File: config.mk
export PLATFORM = sky130hd
export DESIGN_NAME = sonar_note_mapper
export DESIGN_NICKNAME = d
export VERILOG_FILES = /design/src/rtl/sonar_note_mapper.sv
export SDC_FILE = /design/constraint.sdc
export NUM_CORES = 1
export LEC_CHECK = 0
export ABC_CLOCK_PERIOD_IN_PS = 3500
export CAP_MARGIN = 20
export CORE_MARGIN = 2
export CORE_UTILIZATION = 50
export DETAILED_ROUTE_END_ITERATION = 6
export HOLD_SLACK_MARGIN = 0.12
export PLACE_DENSITY = 0.84
export SLEW_MARGIN = 0
export SYNTH_ARGS = -nofsm -noshare
export SYNTH_HDL_FRONTEND = slang
export SYNTH_SLANG_ARGS = --single-unit
File: constraint.sdc
create_clock -name clk -period 3.5 [get_ports clk]
set_input_delay 0.7 -clock clk [delete_from_list [all_inputs] [get_ports clk]]
set_output_delay 0.7 -clock clk [all_outputs]
set_load 0.005 [all_outputs]
File: src/rtl/sonar_note_mapper.sv
`timescale 1ns/1ps
`default_nettype none
//==============================================================================
// sonar_note_mapper : distance -> note zone with hysteresis, DDS tuning word,
// octave shift and LED bar. Optional glide: define SONAR_GLIDE_EN. Rev 1.0
//==============================================================================
module sonar_note_mapper #(
  parameter int DIST_W       = 9,
  parameter int MIN_DIST     = 4,
  parameter int ZONE_SHIFT   = 3,
  parameter int NUM_NOTES    = 8,
  parameter int HOLD_SAMPLES = 3,
  parameter int LED_COUNT    = 16,
  parameter int GLIDE_STEP   = 256,
  parameter int GLIDE_DIV    = 1000
) (
  input  logic                 clk,
  input  logic                 rst_n,
  input  logic [DIST_W-1:0]    distance,
  input  logic                 distance_valid,
  input  logic                 octave_up,
  input  logic                 octave_down,
  output logic [31:0]          tuning_word,
  output logic [4:0]           note_idx,
  output logic                 note_active,
  output logic                 note_change,
  output logic [LED_COUNT-1:0] led
);

  localparam logic [0:0] ST_MUTED  = 1'b0;
  localparam logic [0:0] ST_LOCKED = 1'b1;
  localparam logic [3:0] HOLD      = 4'(HOLD_SAMPLES);

  // Stage 1: quantise the sample into a zone or out-of-range
  logic [DIST_W-1:0] offset_w;
  logic [DIST_W-1:0] zone_w;
  logic              oor_w;
  logic [4:0]        cand_q;
  logic              cand_oor_q;
  logic              cand_v_q;

  assign offset_w = distance - DIST_W'(MIN_DIST);
  assign zone_w   = offset_w >> ZONE_SHIFT;
  assign oor_w    = (distance < DIST_W'(MIN_DIST)) || (zone_w >= DIST_W'(NUM_NOTES));

  always_ff @(posedge clk or negedge rst_n) begin
    if (!rst_n) begin
      cand_q     <= 5'd0;
      cand_oor_q <= 1'b1;
      cand_v_q   <= 1'b0;
    end else begin
      cand_v_q <= distance_valid;
      if (distance_valid) begin
        cand_q     <= 5'(zone_w);
        cand_oor_q <= oor_w;
      end
    end
  end

  // Hysteresis FSM
  logic [0:0] state_q, state_d;
  logic [4:0] idx_q, idx_d;
  logic [4:0] pend_q, pend_d;
  logic       pend_oor_q, pend_oor_d;
  logic [3:0] cnt_q, cnt_d;
  logic       change_q, change_d;
  logic       match_cur_w;
  logic       match_pend_w;

  assign match_cur_w  = (state_q == ST_MUTED) ? cand_oor_q
                                              : (!cand_oor_q && (cand_q == idx_q));
  assign match_pend_w = cand_oor_q ? pend_oor_q : (!pend_oor_q && (cand_q == pend_q));

  always_comb begin
    logic [3:0] cnt_next;
    cnt_next   = cnt_q;
    state_d    = state_q;
    idx_d      = idx_q;
    pend_d     = pend_q;
    pend_oor_d = pend_oor_q;
    cnt_d      = cnt_q;
    change_d   = 1'b0;
    if (cand_v_q) begin
      if (match_cur_w) begin
        cnt_d = 4'd0;
      end else begin
        if (match_pend_w) begin
          cnt_next = (cnt_q >= HOLD) ? HOLD : cnt_q + 4'd1;
        end else begin
          pend_d     = cand_q;
          pend_oor_d = cand_oor_q;
          cnt_next   = 4'd1;
        end
        if (cnt_next >= HOLD) begin
          state_d  = pend_oor_d ? ST_MUTED : ST_LOCKED;
          if (!pend_oor_d) begin
            idx_d = pend_d;
          end
          change_d = 1'b1;
          cnt_d    = 4'd0;
        end else begin
          cnt_d = cnt_next;
        end
      end
    end
  end

  always_ff @(posedge clk or negedge rst_n) begin
    if (!rst_n) begin
      state_q    <= ST_MUTED;
      idx_q      <= 5'd0;
      pend_q     <= 5'd0;
      pend_oor_q <= 1'b1;
      cnt_q      <= 4'd0;
      change_q   <= 1'b0;
    end else begin
      state_q    <= state_d;
      idx_q      <= idx_d;
      pend_q     <= pend_d;
      pend_oor_q <= pend_oor_d;
      cnt_q      <= cnt_d;
      change_q   <= change_d;
    end
  end

  // Degree table C4..B4, octave = index div 7
  function automatic logic [31:0] note_word(input logic [4:0] k);
    logic [4:0]  deg;
    logic [1:0]  oct;
    logic [31:0] base;
    if (k >= 5'd14) begin
      deg = k - 5'd14;
      oct = 2'd2;
    end else if (k >= 5'd7) begin
      deg = k - 5'd7;
      oct = 2'd1;
    end else begin
      deg = k;
      oct = 2'd0;
    end
    case (deg)
      5'd0:    base = 32'd11236;
      5'd1:    base = 32'd12612;
      5'd2:    base = 32'd14157;
      5'd3:    base = 32'd15000;
      5'd4:    base = 32'd16836;
      5'd5:    base = 32'd18899;
      default: base = 32'd21213;
    endcase
    return base << oct;
  endfunction

  logic [31:0] note_w;
  logic [31:0] target_w;

  assign note_w = note_word(idx_q);

  always_comb begin
    target_w = 32'd0;
    if (state_q == ST_LOCKED) begin
      if (octave_up && !octave_down) begin
        target_w = note_w << 1;
      end else if (octave_down && !octave_up) begin
        target_w = note_w >> 1;
      end else begin
        target_w = note_w;
      end
    end
  end

  logic [31:0] word_q, word_d;

`ifdef SONAR_GLIDE_EN
  localparam int DIV_W = (GLIDE_DIV > 1) ? $clog2(GLIDE_DIV) : 1;

  logic [DIV_W-1:0] div_q;
  logic             tick_w;
  logic [31:0]      diff_w;
  logic [31:0]      step_w;

  assign tick_w = (div_q == DIV_W'(GLIDE_DIV - 1));
  assign diff_w = (target_w > word_q) ? (target_w - word_q) : (word_q - target_w);
  assign step_w = (diff_w < 32'(GLIDE_STEP)) ? diff_w : 32'(GLIDE_STEP);

  always_ff @(posedge clk or negedge rst_n) begin
    if (!rst_n) begin
      div_q <= '0;
    end else begin
      div_q <= tick_w ? '0 : div_q + 1'b1;
    end
  end

  // Mute is immediate and a note out of silence jumps; otherwise glide
  always_comb begin
    word_d = word_q;
    if (target_w == 32'd0) begin
      word_d = 32'd0;
    end else if (word_q == 32'd0) begin
      word_d = target_w;
    end else if (tick_w) begin
      word_d = (target_w > word_q) ? (word_q + step_w) : (word_q - step_w);
    end
  end
`else
  logic unused_glide_w;
  assign unused_glide_w = ^{32'(GLIDE_STEP), 32'(GLIDE_DIV)};

  always_comb begin
    word_d = target_w;
  end
`endif

  always_ff @(posedge clk or negedge rst_n) begin
    if (!rst_n) begin
      word_q <= 32'd0;
    end else begin
      word_q <= word_d;
    end
  end

  generate
    for (genvar i = 0; i < LED_COUNT; i++) begin : g_led
      assign led[i] = (state_q == ST_LOCKED) && (32'(idx_q) >= 32'(i));
    end
  endgenerate

  assign tuning_word = word_q;
  assign note_idx    = idx_q;
  assign note_active = (state_q == ST_LOCKED);
  assign note_change = change_q;

endmodule
`default_nettype wire

Word level (Yosys, flattened, before mapping)
Index checks and enable logic that the tools add are counted.

cells by class
  $add $sub $neg = 4
  magnitude comparators = 21
  equality and inequality tests = 7
  shift-type cells = 1
  muxes and demuxes = 24
  bitwise logic cells = 2
  reduce and logical (&&, ||, !) cells = 28

operator list
  kind                                                                                  number
  32-bit 2-to-1 mux                                                                     3
  15-bit one-hot mux with 6 select lines                                                1
  5-bit by 4-bit greater-or-equal comparator with 1-bit output (second input constant)  9
  32-bit by 2-bit left shift with 32-bit output                                         1
  5-bit by 3-bit greater-or-equal comparator with 1-bit output (second input constant)  5
  4-bit 2-to-1 mux                                                                      6
  1-bit logical AND                                                                     19
  5-bit 2-to-1 mux                                                                      3
  5-bit by 2-bit equality test with 1-bit output (second input constant)                2
  5-bit by 3-bit equality test with 1-bit output (second input constant)                2
  5-bit equality test                                                                   2
  5-bit by 2-bit greater-or-equal comparator with 1-bit output (second input constant)  2
  1-bit 2-to-1 mux                                                                      10
  9-bit by 3-bit less-than comparator with 1-bit output (second input constant)         1
  9-bit by 3-bit subtractor with 9-bit output (second input constant)                   1
  4-bit by 2-bit greater-or-equal comparator with 1-bit output (second input constant)  2
  6-bit by 4-bit greater-or-equal comparator with 1-bit output (second input constant)  1
  5-bit by 1-bit equality test with 1-bit output (second input constant)                1
  5-bit by 1-bit greater-or-equal comparator with 1-bit output (second input constant)  1
  5-bit logical NOT                                                                     1
  5-bit by 3-bit subtractor with 5-bit output (second input constant)                   1
  5-bit by 4-bit subtractor with 5-bit output (second input constant)                   1
  4-bit by 1-bit adder with 4-bit output (second input constant)                        1
  1-bit logical NOT                                                                     4
  other kinds (6)                                                                       7

storage, ports and cells
  bits in registers = 56
  input port bits = 14
  output and inout port bits = 55

Depth between registers and ports, before layout
  depth after elaboration = 10
  depth in mapped cells = 13
  gate-level depth less buffers = 10

Worst setup path before layout
No wires, ideal clock.

  kind = register to register
  from = reg idx_q[0], in the netlist note_idx[0]
  to = reg word_q[3], in the netlist tuning_word[3]
  library setup time = 131 ps
  data arrival time = 2689 ps
  setup slack = 680 ps
  stages on the path, launching flop included = 14
  path buffers = 3
  clock period less this slack = 2820 ps
  cells stage by stage = dfrtp_1 -> buf_4 -> clkbuf_1 -> inv_1 -> ha_1 -> inv_1 -> a221oi_2 -> o21ai_1 -> buf_2 -> o21ai_0 -> o211ai_1 -> a22oi_2 -> nor3_1 -> or3_1

between the ends
  cells in the longest elaborated chain, start to end = 9

ends and longest elaborated chain
  element                                                                                                                      RTL line  source
  from (decl)                                                                                                                  62        logic [4:0] idx_q, idx_d;
  from (signal assigned)                                                                                                       118       idx_q <= idx_d;
  5-bit by 3-bit subtractor with 5-bit output or 5-bit by 3-bit greater-or-equal comparator with 1-bit output (tied branches)  135, 134
  5-bit 2-to-1 mux                                                                                                             134       end else if (k >= 5'd7) begin
  5-bit 2-to-1 mux                                                                                                             131       if (k >= 5'd14) begin
  5-bit by 3-bit equality test with 1-bit output (tied with other cells)                                                       141       case (deg)
  15-bit one-hot mux with 6 select lines                                                                                       141
  32-bit by 2-bit left shift with 32-bit output *                                                                              150       return base << oct;
  32-bit 2-to-1 mux                                                                                                            163       end else if (octave_down && !octave_up) begin
  32-bit 2-to-1 mux *                                                                                                          161       if (octave_up && !octave_down) begin
  32-bit 2-to-1 mux *                                                                                                          160       if (state_q == ST_LOCKED) begin
  net target_w[3]                                                                                                              154       logic [31:0] target_w;
  to (signal assigned)                                                                                                         217       word_q <= word_d;
  to (decl)                                                                                                                    171       logic [31:0] word_q, word_d;

The timed path passes the listed nets; every way through them passes the cells marked *.
A chain may end at the register's enable or synchronous reset.

Final worst setup path
  from = reg idx_q[0], in the netlist note_idx[0]
  to = reg word_q[11], in the netlist tuning_word[11]

The elaborated chain is that of the path after synthesis.

==> results.json <==
{
  "ys_warn_count": 0,
  "crit_fanout": 12,
  "hp-start": "cand_v_q",
  "die_w_um": 86.2,
  "critPathKind": "reg2reg",
  "synth_cell_type_count": 67,
  "area.growth.synth_to_final_pct": 18.4,
  "r2r-end": "tuning_word[11]",
  "vias": 3309,
  "fin_skew_ns": 0.00838,
  "postLayoutCoreUtil_pct": 62.2,
  "hold_end": "cnt_q[3]",
  "synthTopCellsByArea": "dfrtp_1, nor2_1, a21oi_1",
  "firstDrtPassIters": 5,
  "die-area_um2": 7420,
  "final_common_cell": "clkdlybuf4s50_1",
  "gp_congestion": 0.971,
  "worstSetupStartpointType": "register",
  "fill_cells": 563,
  "rsz0062_at_grt": "false",
  "syn_inst": 407,
  "synth_largest_area_cell": "dfrtp_1",
  "required_ns": 3.71,
  "rr_startpoint": "note_idx[0]",
  "arrival_ns": 3.53,
  "worst_pin_slew_ns": 0.947,
  "r2r_cells": 8,
  "grt_max_degree": 44,
  "slew_viol_final": 0,
  "worst-path-buf-inv": 0,
  "grt_pass1_vias": 3020,
  "port_buffers": 53,
  "hold_slack_ns": 0.513,
  "post_cts_buffers": 0,
  "max_freq_mhz": 301,
  "insertion_delay_ns": 0.31,
  "wl_um": 9030,
  "slowest_delay_ns": 0.58,
  "crit_family": "compound AO/OA/AOI/OAI gates",
  "cts_buffers": 5,
  "fp.dieH_um": 86.2,
  "drc": 0,
  "vias_per_cell": 6.26,
  "holdPathStages": 1,
  "fin_setup_tns_ns": 0,
  "max_slew_margin_pct": 36.9,
  "grt_antenna_before_repair": 0,
  "drt-initial-drc-count": 399,
  "crit_path_cell_trace": "ha_1 -> and4_1 -> nor3_1 -> o32ai_4 -> nand2_1 -> o32ai_1 -> o32ai_1 -> o22ai_1",
  "core_area_um2": 6420,
  "clock_path_buffers": 2,
  "finalSetupViolations": 0,
  "nNetsFinal": 475,
  "cts_tree": "yes",
  "grt.total_usage_pct": 25.0,
  "hold_viol_final": 0,
  "r2r_slack_ns": 0.18,
  "drive_gt1_share_pct": 10.6,
  "synth_area_um2": 3370,
  "leakagePower_nw": 1.74,
  "p_per_area_nw_per_um2": 339,
  "clkTransAtPathRegs_ns": 0.09,
  "clock_sinks": 43,
  "synth_edf_count": 0,
  "crit_top_cell": "o32ai_1",
  "grt_remaining_overflow": 0,
  "wire_per_inst_um": 17.1,
  "cp_slowest_cell": "dfrtp_1",
  "hold_path.class": "reg2reg",
  "grt_pass1_wl_um": 14800,
  "final_cell_mix": "clkdlybuf4s50_1, nor2_1, dfrtp_1",
  "cts_resized": 0,
  "synth_ff_type": "dfrtp_1",
  "ys_ff_latch": 43,
  "maxCapViolations": 0,
  "syn_avg_cell_area_um2": 8.29,
  "dp_hpwl_um": 6690,
  "row_count": 29,
  "async_reset_ff_share_pct": 100,
  "final_antenna_net_count": 0,
  "post-route-min-period_ns": 3.32,
  "cp-end-kind": "register",
  "synth_top_area_share_pct": 30.4,
  "period_share_pct": 94.8,
  "h-tree-depth": 2,
  "root_buffer": "clkbuf_8",
  "ctsHoldBuffers": 0,
  "start_util_pct": 52.5,
  "peakVddDrop_mv": 0.141,
  "insertedDiodeCount": 0,
  "seq_area_frac_synth_pct": 32.0,
  "outcome": "finished, final reports clean",
  "ios": 69
}
## synth_stat cells (6+ instances only)
master    instances
nor2_1           42
dfrtp_1          41
nand2_1          35
a21oi_1          31
buf_4            20
inv_1            19
o21ai_0          19
clkbuf_1         13
xnor2_1          12
ha_1             10
nand3_1          10
nor3_1           10
o22ai_1          10
a31oi_1           8
mux2_2            8
o21a_1            7
buf_2             6
mux2i_1           6
nand2b_1          6
## cell families (layout without fill, tap and decap cells)
family                   after synthesis  in the layout  synth area share, %
buffers and inverters                 63             95                 10.1
flip-flops                            43             43                 32.0
adder cells (fa/ha/maj)               10             10                 3.71
AO/OA/AOI/OAI                        135            135                 28.5
AND/OR/NAND/NOR                      125            125                 17.0
multiplexers                          14             14                 4.45
XOR/XNOR                              16             16                 4.15
other                                  1             14                0.111
## registers in the layout (all words and copies together) (netlist names)
register     flops
cand_oor_q       1
cand_q           5
cand_v_q         1
cnt_q            4
note_active      1
note_change      1
note_idx         5
pend_oor_q       1
pend_q           5
tuning_word     19
## metrics by stage
stage | cells | power, mW | instance area [um2] | setup slack, ns
after CTS | 529 | 1.36 | 4000 | 0.320
final | 529 | 1.35 | 4000 | 0.180
after floorplan | 420 | 0.861 | 3420 | 0.680
after detailed placement | 521 | 0.959 | 3880 | 0.368
after global routing | 529 | 1.43 | 4000 | 0.0276
after global placement | 521 | 0.946 | 3880 | 0.424
## per-layer routing
metal	wire (um)	vias up	global-route usage (%)
li1	-	1527	-
met1	3960	1550	36.6
met2	4060	211	37.5
met3	862	21	4.72
met4	151	0	7.36
met5	0	-	0
## area by class of cell
class,count,area (um2),area share (%)
tap,77,96.3,2.41
clock inverter,3,43.8,1.10
timing repair buffer,67,631,15.8
inverter,20,75.1,1.88
multi-input combinational,314,2000,50.1
sequential,43,1080,27.0
clock buffer,5,68.8,1.72
## worst register-to-register path: stages, from the launching register on
cell and delay [ns]:
dfrtp_1 0.58, ha_1 0.46, and4_1 0.26, nor3_1 0.08
o32ai_4 0.51, nand2_1 0.34, o32ai_1 0.52, o32ai_1 0.25
o22ai_1 0.21
## power by group
part / switching (mW) / leakage, nW / internal [mW] / total (mW)
Sequential: 0.0459 / 0.565 / 0.551 / 0.597
Combinational: 0.202 / 1.12 / 0.160 / 0.362
Clock: 0.183 / 0.0581 / 0.213 / 0.395
## worst max path at each step
| stage | start | endpoint | slack, ns | depth (start not counted) |
|---|---|---|---|---|
| 5_1_grt | note_idx[0] | tuning_word[11] | 0.03 | 8 |
| 3_3_place_gp | note_idx[0] | tuning_word[11] | 0.42 | 8 |
| 2_1_floorplan | note_idx[0] | tuning_word[3] | 0.68 | 13 |
| 3_5_place_dp | note_idx[0] | tuning_word[11] | 0.37 | 8 |
| 4_1_cts | note_idx[0] | tuning_word[11] | 0.32 | 8 |
| 6_report | note_idx[0] | tuning_word[11] | 0.18 | 8 |
(Power assumes the default switching activity.)
